==> config.mk <==
export PLATFORM = sky130hd
export DESIGN_NAME = piccolo_dualboot_ctrl
export DESIGN_NICKNAME = d
export VERILOG_FILES = /design/src/rtl/piccolo_dualboot_pkg.sv /design/src/rtl/piccolo_dualboot_kicktimer.sv /design/src/rtl/piccolo_dualboot_ctrl.sv
export SDC_FILE = /design/constraint.sdc
export NUM_CORES = 1
export LEC_CHECK = 0
export ABC_AREA = 1
export ABC_CLOCK_PERIOD_IN_PS = 2400
export BUFFER_PORTS_ARGS = -buffer_cell sky130_fd_sc_hd__clkbuf_2
export CAP_MARGIN = 20
export CORE_MARGIN = 2
export CORE_UTILIZATION = 50
export CTS_CLUSTER_DIAMETER = 80
export DETAILED_ROUTE_END_ITERATION = 16
export GPL_ROUTABILITY_DRIVEN = 0
export PLACE_DENSITY = 0.8
export SYNTH_ARGS = -nofsm -noshare
export SYNTH_HDL_FRONTEND = slang
export SYNTH_SLANG_ARGS = --single-unit
==> constraint.sdc <==
create_clock -name clk -period 2.4 [get_ports clk]
set_input_delay 0.24 -clock clk [delete_from_list [all_inputs] [get_ports clk]]
set_output_delay 0.24 -clock clk [all_outputs]
set_load 0.01 [all_outputs]
==> src/rtl/piccolo_dualboot_pkg.sv <==
// piccolo_dualboot_pkg
// Shared definitions for the dual-boot sequencer:
//   - host op codes
//   - FSM state encoding
//   - default register offsets and the bit positions inside those registers
package piccolo_dualboot_pkg;

  // Host command op codes (cmd_op)
  localparam logic [1:0] OP_STATUS = 2'd0;
  localparam logic [1:0] OP_KICK   = 2'd1;
  localparam logic [1:0] OP_RECONF = 2'd2;
  localparam logic [1:0] OP_RSVD   = 2'd3;

  // Default register offsets of the dual-boot IP slave
  localparam int DEF_ADDR_TRIG = 0;
  localparam int DEF_ADDR_SEL  = 1;
  localparam int DEF_ADDR_BUSY = 2;

  // Bit positions inside the registers
  localparam int TRIG_BIT    = 0;  // ADDR_TRIG: trigger reconfiguration
  localparam int WDRST_BIT   = 1;  // ADDR_TRIG: reset watchdog
  localparam int SEL_OVR_BIT = 0;  // ADDR_SEL : config_sel_overwrite
  localparam int SEL_BIT     = 1;  // ADDR_SEL : config_sel (image)
  localparam int BUSY_BIT    = 0;  // ADDR_BUSY: busy

  typedef enum logic [3:0] {
    S_IDLE,
    S_POLL_RD,
    S_POLL_WAIT,
    S_SEL_WR,
    S_TRIG_WR,
    S_KICK_WR,
    S_STAT_RD,
    S_STAT_WAIT,
    S_RESP,
    S_HALT
  } state_t;

  // One-hot 32-bit register word with only bit 'pos' set
  function automatic logic [31:0] bit_word(input int pos);
    return 32'(1) << pos;
  endfunction

endpackage

==> src/rtl/piccolo_dualboot_kicktimer.sv <==
// piccolo_dualboot_kicktimer
// Free-running period counter that raises a single kick request every
// KICK_PERIOD cycles. Requests never stack: a wrap while one is already
// pending is absorbed.
// Ports:
//   clk            system clock
//   reset          asynchronous active-high reset
//   i_enable       count enable (low once the controller has halted)
//   i_clear        drop the pending request (kick granted)
//   i_restart      restart the period from zero (host kick granted)
//   o_kick_pending one kick waiting for arbitration
module piccolo_dualboot_kicktimer #(
  parameter int KICK_PERIOD = 0
) (
  input  logic clk,
  input  logic reset,
  input  logic i_enable,
  input  logic i_clear,
  input  logic i_restart,
  output logic o_kick_pending
);

  localparam logic [31:0] C_WRAP = (KICK_PERIOD > 0) ? 32'(KICK_PERIOD - 1) : 32'd0;

  logic [31:0] r_count;
  logic        r_pending;

  always_ff @(posedge clk or posedge reset) begin
    if (reset) begin
      r_count   <= '0;
      r_pending <= 1'b0;
    end else begin
      if (i_clear)
        r_pending <= 1'b0;
      if (i_restart) begin
        r_count <= '0;
      end else if ((KICK_PERIOD > 0) && i_enable) begin
        if (r_count == C_WRAP) begin
          r_count   <= '0;
          r_pending <= 1'b1;  // a fresh wrap outranks a same-cycle clear
        end else begin
          r_count <= r_count + 32'd1;
        end
      end
    end
  end

  assign o_kick_pending = r_pending;

endmodule

==> src/rtl/piccolo_dualboot_ctrl.sv <==
// piccolo_dualboot_ctrl
// Sequencer in front of the dual-configuration IP Avalon-MM slave. Serialises
// host commands (status, watchdog kick, reconfigure) with periodic auto-kicks,
// busy-polls the IP before every write, one register access at a time.
// Ports:
//   clk, reset                 clock, asynchronous active-high reset
//   cmd_valid/cmd_ready        host command handshake
//   cmd_op, cmd_image          op code and target image (captured on accept)
//   rsp_valid/rsp_data/rsp_error  one-cycle completion, held data/error
//   triggered                  reconfiguration fired, controller halted
//   avm_*                      Avalon-MM master (no waitrequest, fixed latency)
module piccolo_dualboot_ctrl
  import piccolo_dualboot_pkg::*;
#(
  parameter int CLOCK_FREQ   = 50000000,  // documentation only
  parameter int KICK_PERIOD  = 0,
  parameter int READ_LATENCY = 2,
  parameter int POLL_LIMIT   = 255,
  parameter int ADDR_TRIG    = DEF_ADDR_TRIG,
  parameter int ADDR_SEL     = DEF_ADDR_SEL,
  parameter int ADDR_BUSY    = DEF_ADDR_BUSY
) (
  input  logic        clk,
  input  logic        reset,
  input  logic        cmd_valid,
  output logic        cmd_ready,
  input  logic [1:0]  cmd_op,
  input  logic        cmd_image,
  output logic        rsp_valid,
  output logic [31:0] rsp_data,
  output logic        rsp_error,
  output logic        triggered,
  output logic [2:0]  avm_address,
  output logic        avm_read,
  output logic        avm_write,
  output logic [31:0] avm_writedata,
  input  logic [31:0] avm_readdata
);

  localparam logic [1:0] C_WAIT_LAST  = 2'(READ_LATENCY - 1);
  localparam logic [7:0] C_POLL_LIMIT = 8'(POLL_LIMIT);

  state_t      r_state;
  state_t      w_state_next;
  logic [1:0]  r_op;
  logic        r_image;
  logic        r_is_host;       // current operation came from the host
  logic        r_last_was_host;
  logic [1:0]  r_wait;
  logic [7:0]  r_poll_cnt;
  logic [31:0] r_rsp_data;
  logic        r_rsp_error;
  logic        r_triggered;

  logic        w_kick_pending;
  logic        w_grant_host;
  logic        w_grant_kick;
  logic        w_sample;
  logic [7:0]  w_poll_inc;
  logic        w_rsp_load;
  logic        w_rsp_err_next;
  logic [31:0] w_rsp_data_next;
  logic        w_host_kick;

  // A host kick does the auto-kick's job, so it also resets the period.
  assign w_host_kick = w_grant_host && (cmd_op == OP_KICK);

  piccolo_dualboot_kicktimer #(
    .KICK_PERIOD(KICK_PERIOD)
  ) u_kicktimer (
    .clk           (clk),
    .reset         (reset),
    .i_enable      (r_state != S_HALT),
    .i_clear       (w_grant_kick || w_host_kick),
    .i_restart     (w_host_kick),
    .o_kick_pending(w_kick_pending)
  );

  always_comb begin
    w_state_next    = r_state;
    cmd_ready       = 1'b0;
    rsp_valid       = 1'b0;
    avm_address     = '0;
    avm_read        = 1'b0;
    avm_write       = 1'b0;
    avm_writedata   = '0;
    w_grant_host    = 1'b0;
    w_grant_kick    = 1'b0;
    w_rsp_load      = 1'b0;
    w_rsp_err_next  = 1'b0;
    w_rsp_data_next = '0;
    w_sample        = (r_wait == C_WAIT_LAST);
    w_poll_inc      = (r_poll_cnt == 8'hFF) ? r_poll_cnt : r_poll_cnt + 8'd1;

    unique case (r_state)
      S_IDLE: begin
        // Pending kick yields to the host only if the host was not served last.
        if (w_kick_pending && (!cmd_valid || r_last_was_host)) begin
          w_grant_kick = 1'b1;
          w_state_next = S_POLL_RD;
        end else if (cmd_valid) begin
          w_grant_host = 1'b1;
          cmd_ready    = !reset;
          unique case (cmd_op)
            OP_STATUS: w_state_next = S_STAT_RD;
            OP_KICK,
            OP_RECONF: w_state_next = S_POLL_RD;
            default: begin
              w_state_next   = S_RESP;
              w_rsp_load     = 1'b1;
              w_rsp_err_next = 1'b1;
            end
          endcase
        end
      end
      S_POLL_RD: begin
        avm_read     = 1'b1;
        avm_address  = 3'(ADDR_BUSY);
        w_state_next = S_POLL_WAIT;
      end
      S_POLL_WAIT: begin
        if (w_sample) begin
          if (!avm_readdata[BUSY_BIT]) begin
            w_state_next = (r_op == OP_RECONF) ? S_SEL_WR : S_KICK_WR;
          end else if (w_poll_inc >= C_POLL_LIMIT) begin
            w_state_next   = S_RESP;
            w_rsp_load     = r_is_host;
            w_rsp_err_next = 1'b1;
          end else begin
            w_state_next = S_POLL_RD;
          end
        end
      end
      S_SEL_WR: begin
        avm_write     = 1'b1;
        avm_address   = 3'(ADDR_SEL);
        avm_writedata = bit_word(SEL_OVR_BIT) | (r_image ? bit_word(SEL_BIT) : 32'd0);
        w_state_next  = S_TRIG_WR;
      end
      S_TRIG_WR: begin
        avm_write     = 1'b1;
        avm_address   = 3'(ADDR_TRIG);
        avm_writedata = bit_word(TRIG_BIT);
        w_state_next  = S_RESP;
        w_rsp_load    = r_is_host;
      end
      S_KICK_WR: begin
        avm_write     = 1'b1;
        avm_address   = 3'(ADDR_TRIG);
        avm_writedata = bit_word(WDRST_BIT);
        w_state_next  = S_RESP;
        w_rsp_load    = r_is_host;
      end
      S_STAT_RD: begin
        avm_read     = 1'b1;
        avm_address  = 3'(ADDR_BUSY);
        w_state_next = S_STAT_WAIT;
      end
      S_STAT_WAIT: begin
        if (w_sample) begin
          w_state_next    = S_RESP;
          w_rsp_load      = 1'b1;
          w_rsp_data_next = avm_readdata;
        end
      end
      S_RESP: begin
        rsp_valid    = r_is_host;  // auto-kicks complete silently
        w_state_next = r_triggered ? S_HALT : S_IDLE;
      end
      S_HALT: w_state_next = S_HALT;
      default: w_state_next = S_IDLE;
    endcase
  end

  always_ff @(posedge clk or posedge reset) begin
    if (reset) begin
      r_state         <= S_IDLE;
      r_op            <= OP_STATUS;
      r_image         <= 1'b0;
      r_is_host       <= 1'b0;
      r_last_was_host <= 1'b0;
      r_wait          <= '0;
      r_poll_cnt      <= '0;
      r_rsp_data      <= '0;
      r_rsp_error     <= 1'b0;
      r_triggered     <= 1'b0;
    end else begin
      r_state <= w_state_next;
      if (w_grant_host) begin
        r_op            <= cmd_op;
        r_image         <= cmd_image;
        r_is_host       <= 1'b1;
        r_last_was_host <= 1'b1;
        r_poll_cnt      <= '0;
      end else if (w_grant_kick) begin
        r_op            <= OP_KICK;
        r_is_host       <= 1'b0;
        r_last_was_host <= 1'b0;
        r_poll_cnt      <= '0;
      end
      if ((r_state == S_POLL_RD) || (r_state == S_STAT_RD))
        r_wait <= '0;
      else if ((r_state == S_POLL_WAIT) || (r_state == S_STAT_WAIT))
        r_wait <= r_wait + 2'd1;
      if ((r_state == S_POLL_WAIT) && w_sample && avm_readdata[BUSY_BIT])
        r_poll_cnt <= w_poll_inc;
      if (w_rsp_load) begin
        r_rsp_data  <= w_rsp_data_next;
        r_rsp_error <= w_rsp_err_next;
      end
      if (r_state == S_TRIG_WR)
        r_triggered <= 1'b1;
    end
  end

  assign rsp_data  = r_rsp_data;
  assign rsp_error = r_rsp_error;
  assign triggered = r_triggered;

endmodule

==> flow_summary_export.csv, run 1 <==
group,metric,value,unit
yosys,synth-edff-count,0,
sta,finClkSkew,0.00498,ns
detailed_routing,first_pass_iters,5,
global_route,grt_max_degree,34,
global_route,antenna_found_initial,0,
yosys,synth-xor-area-share,0.0114,
floorplanning,io_pins,111,
yosys,yosys.area_share.simple,0.354,
yosys,yosys.area_share.adder,0.0163,
sta,holdWs,0.135,ns
global_route,grt_pass1_vias,2219,
hold_path,hp-start,"cmd_image",
final_layout,drive_gt1_frac,0.391,
yosys,synth_cells,350,
detailed_routing,drcViolationCount,0,
critical_path,startpoint_type,"flip-flop",
critical_path,r2r_slack,0.25,ns
cts,clkSinkCount,52,
yosys,synth-seq-cells,52,
yosys,ys.flop_type,"dfrtp_1",
yosys,yosysWarnings,0,
critical_path,cp.required,2.16,ns
place,io_buffers,79,
cts,cts_tree,"yes",
critical_path,cp-end-kind,"primary output",
yosys,synth-compound-area-share,0.0523,
critical_path,cp_max_fo,7,
cts,clockBufferDepth,2,
sta,max-slew-margin-rel,0.662,
run,cap_viol_max_count,0,
cts,clk_latency,0.30,ns
critical_path,reg2reg_depth,11,
global_route,grt_usage,0.185,
yosys,syn_area,3060,sq um
final_layout,final_area,3500,sq um
hold_path,holdPathStages,3,
sta,rsz0062_at_grt,"no",
sta,finalCriticalPeriod,2.22,ns
final_layout,areaGrowthSynthToFinish,14.4,%
floorplanning,die_area,6770,sq um
pwr,p_per_area,714,nW/um^2
sta,tightest_slew,0.507,ns
sta,final_hold_viol_count,0,
cts,root_buffer,"clkbuf_8",
critical_path,timing.rr.start,"r_poll_cnt[1]$_DFFE_PP0P_",
sta,fin_ws,0.178,ns
final_layout,diodes,0,
detailed_routing,routed_wirelength,6210,um
cts,cts_made_buffers,5,
sta,setup_violations,0,
pwr,peakVddDrop,435,uV
pwr,power_leakage,1.89,nW
critical_path,worst_r2r_endpoint,"rsp_data[19]$_DFFE_PP0P_",
global_route,grt_overflow,0,
sta,fin_crit_sh,0.926,
place,placed_area,3400,sq um
floorplanning,dieHeight,82.3,um
yosys,synthArstFlopShare,1.00,
place,pre_cts_ws,0.273,ns
sta,max_freq,450,MHz
yosys,synth-seq-area-share,0.425,
global_route,grt_pass1_wl,9720,um
outcome,run_status,"finished clean",
floorplanning,row_count,28,
detailed_routing,postRouteAntennaNets,0,
cts,path_clk_slew,0.09,ns
final_layout,fin_util,0.592,
floorplanning,start_util,0.517,
detailed_routing,wl_per_cell,12.2,um
detailed_routing,viasPerCell,4.92,
critical_path,worst-setup-path-type,"reg2out",
cts,cts_setup_buffers,0,
critical_path,cp_data_arrival_time,1.98,ns
yosys,syn_area_per_cell,8.75,sq um
final_layout,final_cell_mix,"nand2_1 (84), clkbuf_2 (79), dfrtp_1 (52), nand2_2 (32), conb_1 (31)",
cts,cts_max_level,2,
detailed_routing,vias,2495,
yosys,synth_top_family_by_area,"simple AND/OR/NAND/NOR gates",
final_layout,final_common_cell,"nand2_1",
yosys,synthMuxAreaShare,0,
hold_path,min_path_type,"in2reg",
place,dpl.hpwl,4830,um
floorplanning,core,5920,sq um
yosys,ys_types,33,
sta,tns,0,ns
final_layout,nets,473,
sta,final_max_slew_viol_count,0,
detailed_routing,drt_first_iter_violations,95,
hold_path,min_to,"r_image$_DFFE_PP0P_",
floorplanning,fp.dieW,82.3,um
how the worst max path moves through the flow:
stage	startpoint	end	slack, ns	cells past startpoint
floorplan	r_poll_cnt[0]$_DFFE_PP0P_	rsp_data[0]$_DFFE_PP0P_	0.65	12
global placement	r_state[0]$_DFFE_PP0P_	rsp_error$_DFFE_PP0P_	0.34	7
detailed placement	r_poll_cnt[0]$_DFFE_PP0P_	rsp_data[19]$_DFFE_PP0P_	0.27	12
CTS	r_state[0]$_DFFE_PP0P_	cmd_ready	0.18	6
global route	r_state[0]$_DFFE_PP0P_	cmd_ready	0.008	6
finish	r_state[0]$_DFFE_PP0P_	cmd_ready	0.18	6
worst max-delay path, cell delays in order (launching register included):
cell and delay, ns:
dfrtp_1 0.46, nor2_1 0.30, nand2_1 0.16, nor2_2 0.29
inv_1 0.19, nor2_1 0.12, clkbuf_2 0.14
synth_stat cells, types with 2 or more instances:
cell | number | share of area
xor2_1 | 3 | 0.0086
nand2_2 | 32 | 0.065
o21ai_1 | 3 | 0.0049
ha_1 | 4 | 0.016
nand2_1 | 84 | 0.10
dfrtp_1 | 52 | 0.43
nor2_1 | 15 | 0.018
inv_1 | 24 | 0.029
nand3_1 | 19 | 0.031
buf_6 | 6 | 0.022
nor3_1 | 4 | 0.0065
buf_2 | 3 | 0.0049
nand4_1 | 2 | 0.0041
a31oi_1 | 2 | 0.0041
nand3_2 | 30 | 0.098
nor2_4 | 4 | 0.015
o22ai_1 | 4 | 0.0082
buf_4 | 31 | 0.076
inv_2 | 5 | 0.0061
o21ai_0 | 10 | 0.016
power breakdown:
part / internal, mW / total, mW / switching, mW
Combinational: 0.297 / 0.881 / 0.584
Clock: 0.208 / 0.495 / 0.287
Sequential: 1.01 / 1.13 / 0.113
layer usage:
| metal | global-route usage | up-vias | routed length, um |
|---|---|---|---|
| li1 | - | 1221 | - |
| met5 | 0 | - | 0 |
| met1 | 0.234 | 1166 | 2780 |
| met2 | 0.318 | 98 | 2890 |
| met3 | 0.0380 | 10 | 435 |
| met4 | 0.0583 | 0 | 99 |
per-stage QoR:
step / total power, mW / std cells
2_1_floorplan: 1.79 / 380
3_5_place_dp: 2.02 / 498
5_1_grt: 2.68 / 507
4_1_cts: 2.52 / 507
6_report: 2.50 / 507
3_3_place_gp: 2.00 / 498
state kept, by name, indices dropped and copies added, names as in the netlist, 2 cells and up:
signal      cells
r_state         4
r_op            2
r_poll_cnt      8
rsp_data       32
r_wait          2
cells by family (layout without fill, tap and decap cells):
family / count (synthesis) / after routing
fa+ha+maj: 4 / 4
simple gates: 193 / 193
buf+inv: 70 / 122
other cells: 1 / 31
xor+xnor: 4 / 4
compound gates: 26 / 26
flops: 52 / 52
final cells by class:
class | count | area, sq um
Sequential cell | 52 | 1300
Tap cell | 75 | 93.8
Clock buffer | 6 | 72.6
Inverter | 29 | 109
Timing Repair Buffer | 85 | 455
Multi-Input combinational cell | 258 | 1460
Fill cell | 548 | 2420
Clock inverter | 2 | 16.3
what timing repair did:
| item | CTS | global route |
|---|---|---|
| endpoints found under the hold margin | 13 | 0 |
| hold buffers | 1 | 0 |
| resized for setup | 1 | 0 |
| endpoints found under the setup margin | 1 | 0 |
(Power assumes the default switching activity.)
==> inputs of run 2 (changes only) <==
Settings changed: PLACE_DENSITY 0.8 to 0.79.
==> flow_summary_export.csv, run 2 (synthesis gave the netlist of run 1 again) <==
group,metric,value,unit
outcome,run_status,"finished clean",
critical_path,cp_data_arrival_time,1.90,ns
global_route,use_met2,0.316,
critical_path,max_stage_delay,0.46,ns
cts,clockBufferDepth,2,
global_route,grt_util_met1,0.239,
detailed_routing,routed_wirelength,6460,um
sta,max_freq,466,MHz
final_layout,fin_util,0.597,
cts,path_clk_slew,0.09,ns
floorplanning,io_pins,111,
critical_path,cp.required,2.16,ns
critical_path,startpoint_type,"flip-flop",
global_route,grt_pass1_wl,9940,um
global_route,grt_pass1_vias,2259,
pwr,power_leakage,1.91,nW
pwr,p_total,2.72,mW
cts,cts_tree,"yes",
sta,tns,0,ns
sta,fin_crit_sh,0.893,
place,pre_cts_ws,0.314,ns
detailed_routing,viasPerCell,4.95,
global_route,gr-usage-met3,0.0283,
cts,cts_max_level,2,
sta,rsz0062_at_grt,"no",
pwr,peakVddDrop,499,uV
cts,clkSinkCount,52,
cts,cts_setup_buffers,0,
floorplanning,row_count,28,
critical_path,cp-end-kind,"primary output",
sta,fin_ws,0.256,ns
detailed_routing,drt_first_iter_violations,121,
floorplanning,die_area,6770,sq um
final_layout,areaGrowthSynthToFinish,15.4,%
sta,max-slew-margin-rel,0.656,
place,post-place-cells,498,
final_layout,largest_reg_flops,32,
sta,final_max_slew_viol_count,0,
global_route,grt.busiest_layer,"met2",
cts,cts_made_buffers,5,
sta,setup_violations,0,
final_layout,final_common_cell,"nand2_1",
floorplanning,dieHeight,82.3,um
critical_path,worst-setup-path-type,"reg2out",
detailed_routing,postRouteAntennaNets,0,
critical_path,cp_max_fo,7,
pwr,p_per_area,771,nW/um^2
floorplanning,start_util,0.517,
global_route,antenna_found_initial,0,
critical_path,cpMaxStageDelayCell,"dfrtp_1",
critical_path,crit_top_cell,"nor2_2",
final_layout,drive_gt1_frac,0.394,
detailed_routing,first_pass_iters,5,
place,io_buffers,79,
critical_path,critPathTopFamily,"simple AND/OR/NAND/NOR gates",
global_route,grt_max_degree,34,
final_layout,diodes,0,
sta,finalCriticalPeriod,2.14,ns
floorplanning,fp.dieW,82.3,um
hold_path,min_path_type,"in2reg",
cts,root_buffer,"clkbuf_8",
floorplanning,core,5920,sq um
detailed_routing,drcViolationCount,0,
cts,clk_latency,0.30,ns
critical_path,cp.buffers_inverters,2,
critical_path,crit_chain,"nor2_2 -> nand2_1 -> nor2_2 -> inv_1 -> nor2_1 -> clkbuf_2",
run,cap_viol_max_count,0,
detailed_routing,wl_per_cell,12.8,um
final_layout,instances_no_fill,506,
global_route,grt_usage,0.188,
place,dpl.hpwl,4790,um
final_layout,nets,473,
detailed_routing,vias,2503,
sta,final_hold_viol_count,0,
final_layout,final_cell_mix,"nand2_1 (84), clkbuf_2 (79), dfrtp_1 (52), nand2_2 (32), conb_1 (31)",
sta,finClkSkew,0.00332,ns
sta,tightest_slew,0.516,ns
global_route,grt_overflow,0,
-- run 2: changes by cell type in the layout (fill, tap and decap cells not counted) --
cell | before | now
bufinv_16 | 0 | 2
clkinvlp_4 | 1 | 0
buf_12 | 1 | 0
nor2_2 | 2 | 3
buf_4 | 4 | 5
nor2_1 | 14 | 13
clkbuf_1 | 1 | 0
clkinv_4 | 1 | 0
-- run 2: worst min-delay path: stages --
cell      delay, ns
clkbuf_2       0.07
nand2_1        0.05
nand2_2        0.05
-- run 2: what timing repair did --
| action | in CTS | in global routing |
|---|---|---|
| hold buffers | 1 | 0 |
| gates resized for setup | 1 | 1 |
| hold endpoints to repair | 15 | 0 |
| endpoints found under the setup margin | 1 | 1 |
| pin swaps | 0 | 0 |
-- run 2: power breakdown --
part           total (mW)  internal, mW  switching, mW
Sequential           1.13          1.01          0.113
Clock               0.697         0.411          0.286
Combinational       0.902         0.300          0.601
Total                2.72          1.72           1.00
-- run 2: per-layer routing --
layer / vias to the layer above / routed length [um]
met2: 99 / 3120
met3: 11 / 450
met4: 0 / 142
met5: - / 0
li1: 1221 / -
met1: 1172 / 2740
-- run 2: final timing paths --
path                                       endpoint  slack [ns]                      start  depth (start not counted)
setup / recovery                          cmd_ready        0.26     r_state[0]$_DFFE_PP0P_                          6
hold / removal              rsp_data[4]$_DFFE_PP0P_        0.14            avm_readdata[4]                          3
setup reg to reg              rsp_error$_DFFE_PP0P_        0.31  r_poll_cnt[0]$_DFFE_PP0P_                         11
hold reg to reg                 r_op[1]$_DFFE_PP0P_        0.50        r_op[1]$_DFFE_PP0P_                          2
max in group asynchronous    r_state[1]$_DFFE_PP0P_        1.38                      reset                          4
min in group asynchronous  rsp_data[22]$_DFFE_PP0P_        0.46                      reset                          3
-- run 2: per-stage QoR --
stage	instance area [sq um]	hold slack [ns]
after floorplan	3170	0.357
after detailed placement	3390	0.254
after CTS	3530	0.140
final	3530	0.141
after global routing	3530	0.143
after global placement	3390	0.251
-- run 2: area by class of cell --
class                   instances  area, sq um
clock buffers                   5         68.8
clock inverters                 2         60.1
fillers                       507         2390
inverters                      29          109
multi-input cells             258         1460
flip-flops and latches         52         1300
well taps                      75         93.8
repair buffers                 85          443
